`config.mk`:
```
export PLATFORM = sky130hd
export DESIGN_NAME = mc_controller
export DESIGN_NICKNAME = d
export VERILOG_FILES = /design/src/rtl/mc_controller.sv
export SDC_FILE = /design/constraint.sdc
export NUM_CORES = 1
export LEC_CHECK = 0
export ABC_AREA = 1
export CAP_MARGIN = 25
export CORE_AREA = 2 2 39 41
export DETAILED_ROUTE_END_ITERATION = 10
export DIE_AREA = 0 0 41 43
export DONT_BUFFER_PORTS = 1
export GPL_TIMING_DRIVEN = 0
export HOLD_SLACK_MARGIN = 0.15
export PLACE_DENSITY = 0.62
export SETUP_SLACK_MARGIN = 0.5
export SYNTH_ARGS = -nofsm -noshare
export SYNTH_HDL_FRONTEND = slang
export SYNTH_SLANG_ARGS = --single-unit
```
`constraint.sdc`:
```
create_clock -name clk -period 1.73 [get_ports clk]
set_input_delay 0.0865 -clock clk [delete_from_list [all_inputs] [get_ports clk]]
set_output_delay 0.0865 -clock clk [all_outputs]
set_load 0.02 [all_outputs]
```
`src/rtl/mc_controller.sv`:
```
// mc_controller
// Multicycle control unit for a reduced RV32I subset (lw, sw, add/sub/and/or,
// addi/andi/ori, beq, jal). A Moore state machine walks each instruction
// through fetch, decode and execute states and drives the datapath enables
// and mux selects. A small ALU decoder turns the per-state ALU operation plus
// the instruction fields into the 2-bit datapath ALU code
// (00 AND, 01 OR, 10 ADD, 11 SUB).
//
// Ports
//   clk         in   sole clock, rising edge
//   reset       in   synchronous, active-high reset
//   op          in   instruction[6:0]
//   funct3      in   instruction[14:12]
//   funct7b5    in   instruction[30]
//   zero        in   ALU result == 0
//   PCWrite     out  PC register enable
//   AdrSrc      out  memory address select (0 PC, 1 ALUOut)
//   MemWrite    out  data memory write enable
//   IRWrite     out  instruction register enable
//   ResultSrc   out  result select (00 ALUOut, 01 Data, 10 ALU result)
//   ALUSrcA     out  A select (00 PC, 01 OldPC, 10 rs1)
//   ALUSrcB     out  B select (00 rs2, 01 ImmExt, 10 constant 4)
//   RegWrite    out  register file write enable
//   ImmSrc      out  immediate format (00 I, 01 S, 10 B, 11 J)
//   ALUControl  out  ALU operation
//   illegal     out  one-cycle pulse when decode rejects an instruction
//   halted      out  high while halted
module mc_controller #(
  parameter bit HALT_ON_ILLEGAL = 1'b1
) (
  input  logic       clk,
  input  logic       reset,
  input  logic [6:0] op,
  input  logic [2:0] funct3,
  input  logic       funct7b5,
  input  logic       zero,
  output logic       PCWrite,
  output logic       AdrSrc,
  output logic       MemWrite,
  output logic       IRWrite,
  output logic [1:0] ResultSrc,
  output logic [1:0] ALUSrcA,
  output logic [1:0] ALUSrcB,
  output logic       RegWrite,
  output logic [1:0] ImmSrc,
  output logic [1:0] ALUControl,
  output logic       illegal,
  output logic       halted
);

  localparam logic [6:0] OP_LW   = 7'b0000011;
  localparam logic [6:0] OP_SW   = 7'b0100011;
  localparam logic [6:0] OP_R    = 7'b0110011;
  localparam logic [6:0] OP_I    = 7'b0010011;
  localparam logic [6:0] OP_BEQ  = 7'b1100011;
  localparam logic [6:0] OP_JAL  = 7'b1101111;

  typedef enum logic [3:0] {
    S_FETCH, S_DECODE, S_MEMADR, S_MEMREAD, S_MEMWB, S_MEMWRITE,
    S_EXECR, S_EXECI, S_ALUWB, S_JAL, S_BEQ, S_HALT
  } state_t;

  typedef enum logic [1:0] {
    ALUOP_ADD, ALUOP_SUB, ALUOP_FUNCT
  } aluop_t;

  state_t state;
  aluop_t aluOp;

  logic isLw, isSw, isR, isI, isBeq, isJal;
  logic knownOp, legalF3, illegalInstr;

  // Opcode classification and legality. Only R-type and I-type care about
  // funct3; loads and stores accept any funct3 since the datapath only moves
  // whole words.
  always_comb begin
    isLw    = (op == OP_LW);
    isSw    = (op == OP_SW);
    isR     = (op == OP_R);
    isI     = (op == OP_I);
    isBeq   = (op == OP_BEQ);
    isJal   = (op == OP_JAL);
    knownOp = isLw | isSw | isR | isI | isBeq | isJal;
    legalF3 = (funct3 == 3'b000) | (funct3 == 3'b110) | (funct3 == 3'b111);
    illegalInstr = !knownOp || ((isR || isI) && !legalF3);
  end

  // Immediate format depends only on the opcode and is valid in every state,
  // including reset, so the extender is always ready before it is needed.
  always_comb begin
    ImmSrc = 2'b00;
    if (isSw)       ImmSrc = 2'b01;
    else if (isBeq) ImmSrc = 2'b10;
    else if (isJal) ImmSrc = 2'b11;
  end

  // State register with the whole next-state function. Decode is the only
  // branching point; memory address chooses read or write from the opcode,
  // and halt is sticky until reset.
  always_ff @(posedge clk) begin
    if (reset) begin
      state <= S_FETCH;
    end else begin
      case (state)
        S_FETCH:    state <= S_DECODE;
        S_DECODE: begin
          if (illegalInstr)       state <= HALT_ON_ILLEGAL ? S_HALT : S_FETCH;
          else if (isLw || isSw)  state <= S_MEMADR;
          else if (isR)           state <= S_EXECR;
          else if (isI)           state <= S_EXECI;
          else if (isJal)         state <= S_JAL;
          else                    state <= S_BEQ;
        end
        S_MEMADR:   state <= isLw ? S_MEMREAD : S_MEMWRITE;
        S_MEMREAD:  state <= S_MEMWB;
        S_MEMWB:    state <= S_FETCH;
        S_MEMWRITE: state <= S_FETCH;
        S_EXECR:    state <= S_ALUWB;
        S_EXECI:    state <= S_ALUWB;
        S_ALUWB:    state <= S_FETCH;
        S_JAL:      state <= S_ALUWB;
        S_BEQ:      state <= S_FETCH;
        S_HALT:     state <= S_HALT;
        default:    state <= S_FETCH;
      endcase
    end
  end

  // Moore output decode. Everything defaults to zero with an ADD ALU op;
  // each state only overrides what it uses. Reset wins over the state so no
  // write enable can fire while reset is held, and the selects show the fetch
  // setup so the datapath is already pointed at the PC.
  always_comb begin
    PCWrite   = 1'b0;
    AdrSrc    = 1'b0;
    MemWrite  = 1'b0;
    IRWrite   = 1'b0;
    ResultSrc = 2'b00;
    ALUSrcA   = 2'b00;
    ALUSrcB   = 2'b00;
    RegWrite  = 1'b0;
    aluOp     = ALUOP_ADD;
    illegal   = 1'b0;
    halted    = 1'b0;
    case (state)
      S_FETCH: begin
        IRWrite   = 1'b1;
        ALUSrcB   = 2'b10;
        ResultSrc = 2'b10;
        PCWrite   = 1'b1;
      end
      S_DECODE: begin
        ALUSrcA = 2'b01;
        ALUSrcB = 2'b01;
        illegal = illegalInstr;
      end
      S_MEMADR: begin
        ALUSrcA = 2'b10;
        ALUSrcB = 2'b01;
      end
      S_MEMREAD: begin
        AdrSrc = 1'b1;
      end
      S_MEMWB: begin
        ResultSrc = 2'b01;
        RegWrite  = 1'b1;
      end
      S_MEMWRITE: begin
        AdrSrc   = 1'b1;
        MemWrite = 1'b1;
      end
      S_EXECR: begin
        ALUSrcA = 2'b10;
        aluOp   = ALUOP_FUNCT;
      end
      S_EXECI: begin
        ALUSrcA = 2'b10;
        ALUSrcB = 2'b01;
        aluOp   = ALUOP_FUNCT;
      end
      S_ALUWB: begin
        RegWrite = 1'b1;
      end
      S_JAL: begin
        ALUSrcA = 2'b01;
        ALUSrcB = 2'b10;
        PCWrite = 1'b1;
      end
      S_BEQ: begin
        ALUSrcA = 2'b10;
        aluOp   = ALUOP_SUB;
        PCWrite = zero;
      end
      S_HALT: begin
        halted = 1'b1;
      end
      default: begin
        halted = 1'b0;
      end
    endcase
    if (reset) begin
      PCWrite   = 1'b0;
      AdrSrc    = 1'b0;
      MemWrite  = 1'b0;
      IRWrite   = 1'b0;
      ResultSrc = 2'b10;
      ALUSrcA   = 2'b00;
      ALUSrcB   = 2'b10;
      RegWrite  = 1'b0;
      aluOp     = ALUOP_ADD;
      illegal   = 1'b0;
      halted    = 1'b0;
    end
  end

  // ALU decoder. Subtraction from funct3 000 is only for R-type with
  // funct7b5 set; addi carries immediate bits there and must stay ADD.
  // Unsupported funct3 never reaches execute, so it simply falls to ADD.
  always_comb begin
    ALUControl = 2'b10;
    case (aluOp)
      ALUOP_SUB: ALUControl = 2'b11;
      ALUOP_FUNCT: begin
        case (funct3)
          3'b000:  ALUControl = (isR && funct7b5) ? 2'b11 : 2'b10;
          3'b111:  ALUControl = 2'b00;
          3'b110:  ALUControl = 2'b01;
          default: ALUControl = 2'b10;
        endcase
      end
      default: ALUControl = 2'b10;
    endcase
  end

endmodule

```
==> results of run 1 <==
==> final timing paths <==
path | startpoint | end | cells after the start
max | state[0]$_SDFF_PP0_ | ALUSrcB[0] | 9
min | op[4] | state[2]$_SDFF_PP0_ | 4
max reg2reg | state[3]$_SDFF_PP0_ | state[1]$_SDFF_PP0_ | 11
min reg2reg | state[1]$_SDFF_PP0_ | state[3]$_SDFF_PP0_ | 4
==> routing by layer <==
metal	global-route usage, %	wire length, um	vias up
li1	-	-	421
met2	38.4	1320	51
met4	8.67	54	0
met3	1.57	172	6
met5	0	0	-
met1	30.7	886	384
==> metrics by stage <==
step                      worst slack [ps]  power [uW]
final                                 38.3        1030
after global routing                 -16.2        1080
after CTS                              157         828
after detailed placement               190         507
after global placement                 210         505
after floorplan                        310         457
==> cell families (layout without fill, tap and decap cells) <==
| logic type | Yosys count | count (layout) |
|---|---|---|
| adder cells (fa/ha/maj) | 2 | 2 |
| AND/OR/NAND/NOR | 67 | 67 |
| flip-flops | 4 | 4 |
| buffers and inverters | 26 | 49 |
| AO/OA/AOI/OAI | 19 | 19 |
==> timing repair <==
item / CTS / global route
hold endpoints to repair: 2 / 0
endpoints found under the setup margin: 13 / 19
resized for setup: 41 / 31
pin swaps: 10 / 14
hold buffers: 2 / 0
setup buffers: 14 / 4
==> layout make-up <==
type	instances	area, sq um
multi-input combinational	88	718
buffer	1	3.75
sequential	4	92.6
inverter	25	106
timing repair buffer	20	174
clock buffer	3	22.5
fill	84	246
tap	16	20.0
==> worst register-to-register path: cells and delay by family, from the launching register on <==
family / cells / cell delay (ps)
buf+inv: 7 / 610
compound gates: 1 / 60
simple gates: 3 / 370
flops: 1 / 330
==> cells in the mapped netlist (2+ instances only) <==
| cell | n |
|---|---|
| nand2_1 | 27 |
| nor2_1 | 20 |
| inv_1 | 19 |
| a21oi_1 | 8 |
| nand3_1 | 7 |
| inv_2 | 6 |
| o21ai_0 | 6 |
| dfxtp_1 | 4 |
| nor2_2 | 3 |
| ha_1 | 2 |
| nand2_2 | 2 |
| nand4_1 | 2 |
| nor2_4 | 2 |
==> power by group through the flow <==
stage | sequential (uW) | combinational (uW) | clock, uW
after CTS | 142 | 569 | 117
after global routing | 150 | 818 | 117
after global placement | 146 | 359 | 0
final | 148 | 775 | 110
after floorplan | 141 | 316 | 0
after detailed placement | 146 | 361 | 0
==> results by group, run 1 <==
Routing
  • Routed vias: 862
  • Drt first pass iters: 4
  • Initial DRC Count: 36
  • Drt total wl: 2430 um
  • DRC Markers: 0
  • DR vias/cell: 5.49
  • Final ANT Viol Nets: 0
  • Wirelength per Cell: 15.5 um

Synthesis
  • Yosys reg bits: 4
  • Synth top area share: 16.0%
  • Avg Cell Area, Syn: 5.35 sq um
  • Post-synthesis simple-gate area fraction: 50.1%
  • Synth warn: 0
  • Largest family of logic cells by synthesized area: simple AND/OR/NAND/NOR gates
  • Post-Synthesis Cells: 118
  • Post-synth cell types: 23
  • EDFF count, synth: 0
  • Xor and xnor area share after synthesis: 0%
  • Syn Nets: 134
  • Mux cell area share after synthesis: 0%
  • Post-synthesis adder-cell area fraction: 3.96%
  • Area fraction in compound gates after synthesis: 17.8%
  • Synth area leader: nand2_1
  • Synth Flop Type: dfxtp_1
  • Synth Cell Area: 632 sq um
  • FFs w/ async S/R, synth: 0%
  • Sequential area share after synthesis: 12.7%
  • Synth top area cells: nand2_1, dfxtp_1, nor2_1, inv_1, a21oi_1

Clocking
  • Clk sinks: 4
  • CTS tree: built
  • CTS Buf Count: 3
  • Clock Latency Late Sink: 230 ps
  • Htree depth: 1
  • Clk Tree Root Cell: clkbuf_4
  • Max Root-Sink Buffers: 2
  • Clock transition at path regs: 40 ps

Power and ir drop
  • Net Sw Frac: 52.6%
  • Peak VDD IR: 0.799 mV
  • LEAKAGE: 0.000511 uW
  • Int Power: 490 uW
  • Sequential share of power: 14.4%
  • Clock power frac: 10.6%
  • Logic pwr share: 75.0%
  • Switching power: 543 uW
  • PwrDens: 909 mW/mm^2

Placement
  • Placed cells: 134
  • HPWL after DPL: 1260 um
  • Area post-placement: 688 sq um
  • RePlAce Congestion: 0.815
  • I/O Buffers: 0

Min path
  • Min-delay worst type: input port to register

Global routing
  • Total GRT Usage: 23.5%
  • Global-route wire length before repair: 2910 um
  • Number of global-route vias before repair: 718
  • Largest net degree at the start of global routing: 11
  • Grt ovf: 0
  • Initial antenna violation count: 0

Critical path
  • Crit. End Element: output port
  • CP Class: register to output port
  • CP max stage delay: 350 ps
  • CP bufs+invs: 5
  • R2R Setup Slk: 300 ps
  • Startpoint types: register
  • Worst-path fanout max: 4
  • Crit-path cells: inv_4, buf_4, nor2_4, inv_4, nor2_8, inv_4, o21ai_0, o21ai_1, inv_1
  • Most used cell, CP: inv_4
  • Crit path DAT: 1610 ps
  • Crit path required time: 1640 ps
  • Critical path's top delay family: buffers and inverters
  • Slowest stage cell, crit path: dfxtp_4

Cells and area
  • Regs by FF count: state x4
  • Diodes inserted: 0
  • Final #Nets: 159
  • Max FFs per register: 4
  • Most frequent cells in the layout: nand2_1, buf_4, nor2_4, inv_1, nor2_1
  • Fin area: 0.00114 sq mm
  • Core Util, Final: 82.2%
  • Area growth, synth to finish: 80.0%
  • Share of layout cells above drive strength 1: 58.2%
  • Non-filler cells, final: 157
  • Biggest register: state
  • Leading cell type in the layout, fill and taps excluded: nand2_1

Floorplan
  • Die Span X: 41 um
  • Ports: 31
  • Cell Rows: 14
  • Die area: 0.00176 sq mm
  • Core Area: 0.00138 sq mm
  • Height of the die: 43 um
  • Initial core utilization: 45.7%

STA
  • Hold WS: 213 ps
  • Max Clock Freq: 591 MHz
  • Fin Clk Skew: 2.17 ps
  • Rel. slew slack: 33.7%
  • Final Hold Fails: 0
  • Fin Setup TNS: 0 ps
  • Endpoints failing setup: 0
  • Worst-margin pin slew: 995 ps
  • Max-slew violation count: 0
  • Final worst-path cycle share: 97.8%
  • RSZ-0062 raised after global routing: yes
  • Minimum clock period: 1690 ps

Job
  • Max_cap viols: 0

Outcome
  • Status: finished clean
No activity file was read; power rests on OpenSTA's default activity.
==> run 2, diff against run 1 <==
--- a/config.mk
+++ b/config.mk
@@ -8,11 +8,13 @@
 export ABC_AREA = 1
 export CAP_MARGIN = 25
 export CORE_AREA = 2 2 39 41
+export CTS_BUF_LIST = sky130_fd_sc_hd__clkbuf_8
 export DETAILED_ROUTE_END_ITERATION = 10
 export DIE_AREA = 0 0 41 43
 export DONT_BUFFER_PORTS = 1
 export GPL_TIMING_DRIVEN = 0
 export HOLD_SLACK_MARGIN = 0.15
+export MAX_ROUTING_LAYER = met4
 export PLACE_DENSITY = 0.62
 export SETUP_SLACK_MARGIN = 0.5
 export SYNTH_ARGS = -nofsm -noshare
==> run 2 against run 1 <==
Count of clock-buffer cells in the layout is the same. Combinational power shrank 13%. Sequential cell count is the same. Final area shrank 2.6%. Largest power group unchanged. Sequential share of layout area grew 0.22 points. Worst setup slack gained 78 ps. First-iteration DRC count shrank 31%.
==> results by group, run 2 (synthesis results as in run 1) <==
Critical path
  • Worst-path fanout max: 4
  • CP max stage delay: 360 ps
  • Slowest stage cell, crit path: dfxtp_4
  • Crit path DAT: 1530 ps
  • R2r endpoint: state[1]$_SDFF_PP0_
  • Crit-path cells: nor2_1, nand2_2, nor2_4, inv_2, ha_4, a211o_4
  • CP bufs+invs: 1
  • Crit path required time: 1640 ps
  • R2R Setup Slk: 460 ps
  • Path depth of the worst reg2reg path: 10
  • Critical path's top delay family: simple AND/OR/NAND/NOR gates
  • Crit. End Element: output port
  • Startpoint types: register
  • CP Class: register to output port
  • RR Startpoint: state[3]$_SDFF_PP0_

Power and ir drop
  • LEAKAGE: 0.000481 uW
  • PwrDens: 912 mW/mm^2
  • Pwr Total: 1010 uW
  • Peak VDD IR: 0.821 mV

Routing
  • DRC Markers: 0
  • Routed vias: 844
  • Drt first pass iters: 4
  • Wirelength per Cell: 14.7 um
  • Initial DRC Count: 25
  • Final ANT Viol Nets: 0
  • DR vias/cell: 5.48
  • Drt total wl: 2260 um

Cells and area
  • Regs by FF count: state x4
  • Max FFs per register: 4
  • Leading cell type in the layout, fill and taps excluded: nand2_1
  • Area growth, synth to finish: 75.2%
  • Layout fillers: 96
  • Most frequent cells in the layout: nand2_1, nor2_4, buf_4, inv_1
  • Biggest register: state
  • Final #Nets: 156
  • Diodes inserted: 0
  • Share of layout cells above drive strength 1: 57.2%

STA
  • Final Hold Fails: 0
  • RSZ-0062 raised after global routing: yes
  • Max Clock Freq: 620 MHz
  • Hold WS: 163 ps
  • Endpoints failing setup: 0
  • Fin Clk Skew: 1.21 ps
  • Minimum clock period: 1610 ps
  • Worst-margin pin slew: 1040 ps
  • Final worst-path cycle share: 93.3%
  • Rel. slew slack: 30.6%
  • Fin Setup TNS: 0 ps
  • Max-slew violation count: 0

Clocking
  • CTS tree: built
  • Clk sinks: 4
  • CTS Buf Count: 3
  • Htree depth: 1
  • Max Root-Sink Buffers: 2
  • Clock transition at path regs: 30 ps
  • Clock Latency Late Sink: 210 ps
  • Clk Tree Root Cell: clkbuf_8

Min path
  • HP Start: op[6]
  • Min-delay worst type: input port to register
  • Hold path depth: 4
  • Hold endpoint: state[3]$_SDFF_PP0_

Global routing
  • Grt ovf: 0
  • Global-route wire length before repair: 2980 um
  • Total GRT Usage: 25.2%
  • Number of global-route vias before repair: 719
  • Initial antenna violation count: 0
  • Largest net degree at the start of global routing: 11

Placement
  • RePlAce Congestion: 0.827
  • HPWL after DPL: 1260 um
  • I/O Buffers: 0

Floorplan
  • Cell Rows: 14
  • Height of the die: 43 um
  • Die Span X: 41 um
  • Initial core utilization: 45.7%
  • Core Area: 0.00138 sq mm
  • Die area: 0.00176 sq mm
  • Ports: 31

Outcome
  • Status: finished clean

Job
  • Max_cap viols: 0
run 2: area by class of cell:
| type | instances | area, sq um | area share [%] |
|---|---|---|---|
| Buffer | 1 | 3.75 | 0.339 |
| Clock buffer | 3 | 41.3 | 3.73 |
| Inverter | 25 | 104 | 9.38 |
| Multi-Input combinational cell | 88 | 704 | 63.6 |
| Sequential cell | 4 | 92.6 | 8.36 |
| Tap cell | 16 | 20.0 | 1.81 |
| Timing Repair Buffer | 17 | 141 | 12.8 |
run 2: worst max path at each step:
stage	depth (start not counted)	slack, ps	to	startpoint
floorplan	8	310	ALUControl[1]	state[0]$_SDFF_PP0_
detailed placement	8	190	ALUControl[1]	state[3]$_SDFF_PP0_
finish	6	120	ALUControl[1]	state[2]$_SDFF_PP0_
CTS	8	180	ALUControl[1]	state[0]$_SDFF_PP0_
global route	6	80	ALUControl[1]	state[2]$_SDFF_PP0_
global placement	8	210	ALUControl[1]	state[3]$_SDFF_PP0_
run 2: metrics by stage:
stage          worst slack, ps  util, %  area, sq um  instances
2_1_floorplan              310        -          668        118
3_3_place_gp               210     49.7          688        134
3_5_place_dp               190     49.7          688        134
4_1_cts                    179     71.8          993        152
5_1_grt                   80.5     80.0         1110        154
6_report                   116     80.0         1110        154
run 2: worst min-delay path: cells and delay by family:
family | cells | cell delay (ps)
AOI/OAI and AO/OA | 1 | 60
and+or+nand+nor | 3 | 190
run 2: power breakdown:
| group | internal, uW | switching [uW] |
|---|---|---|
| logic | 244 | 427 |
| clock network | 148 | 41.6 |
| registers | 122 | 27.1 |
| total | 514 | 496 |
run 2: metal layers:
layer	wire length (um)	vias to the layer above	GRT usage, %
met5	0	-	-
met4	82	0	8.67
met3	144	10	3.14
met2	1200	46	40.0
met1	842	373	31.4
li1	-	415	-
run 2: repair_timing:
item	4_1_cts	5_1_grt
hold endpoints to repair	1	0
cloned	0	0
pin swaps	10	11
gates resized for setup	38	26
endpoints found under the setup margin	12	18
hold buffers	1	0
setup buffers	14	2
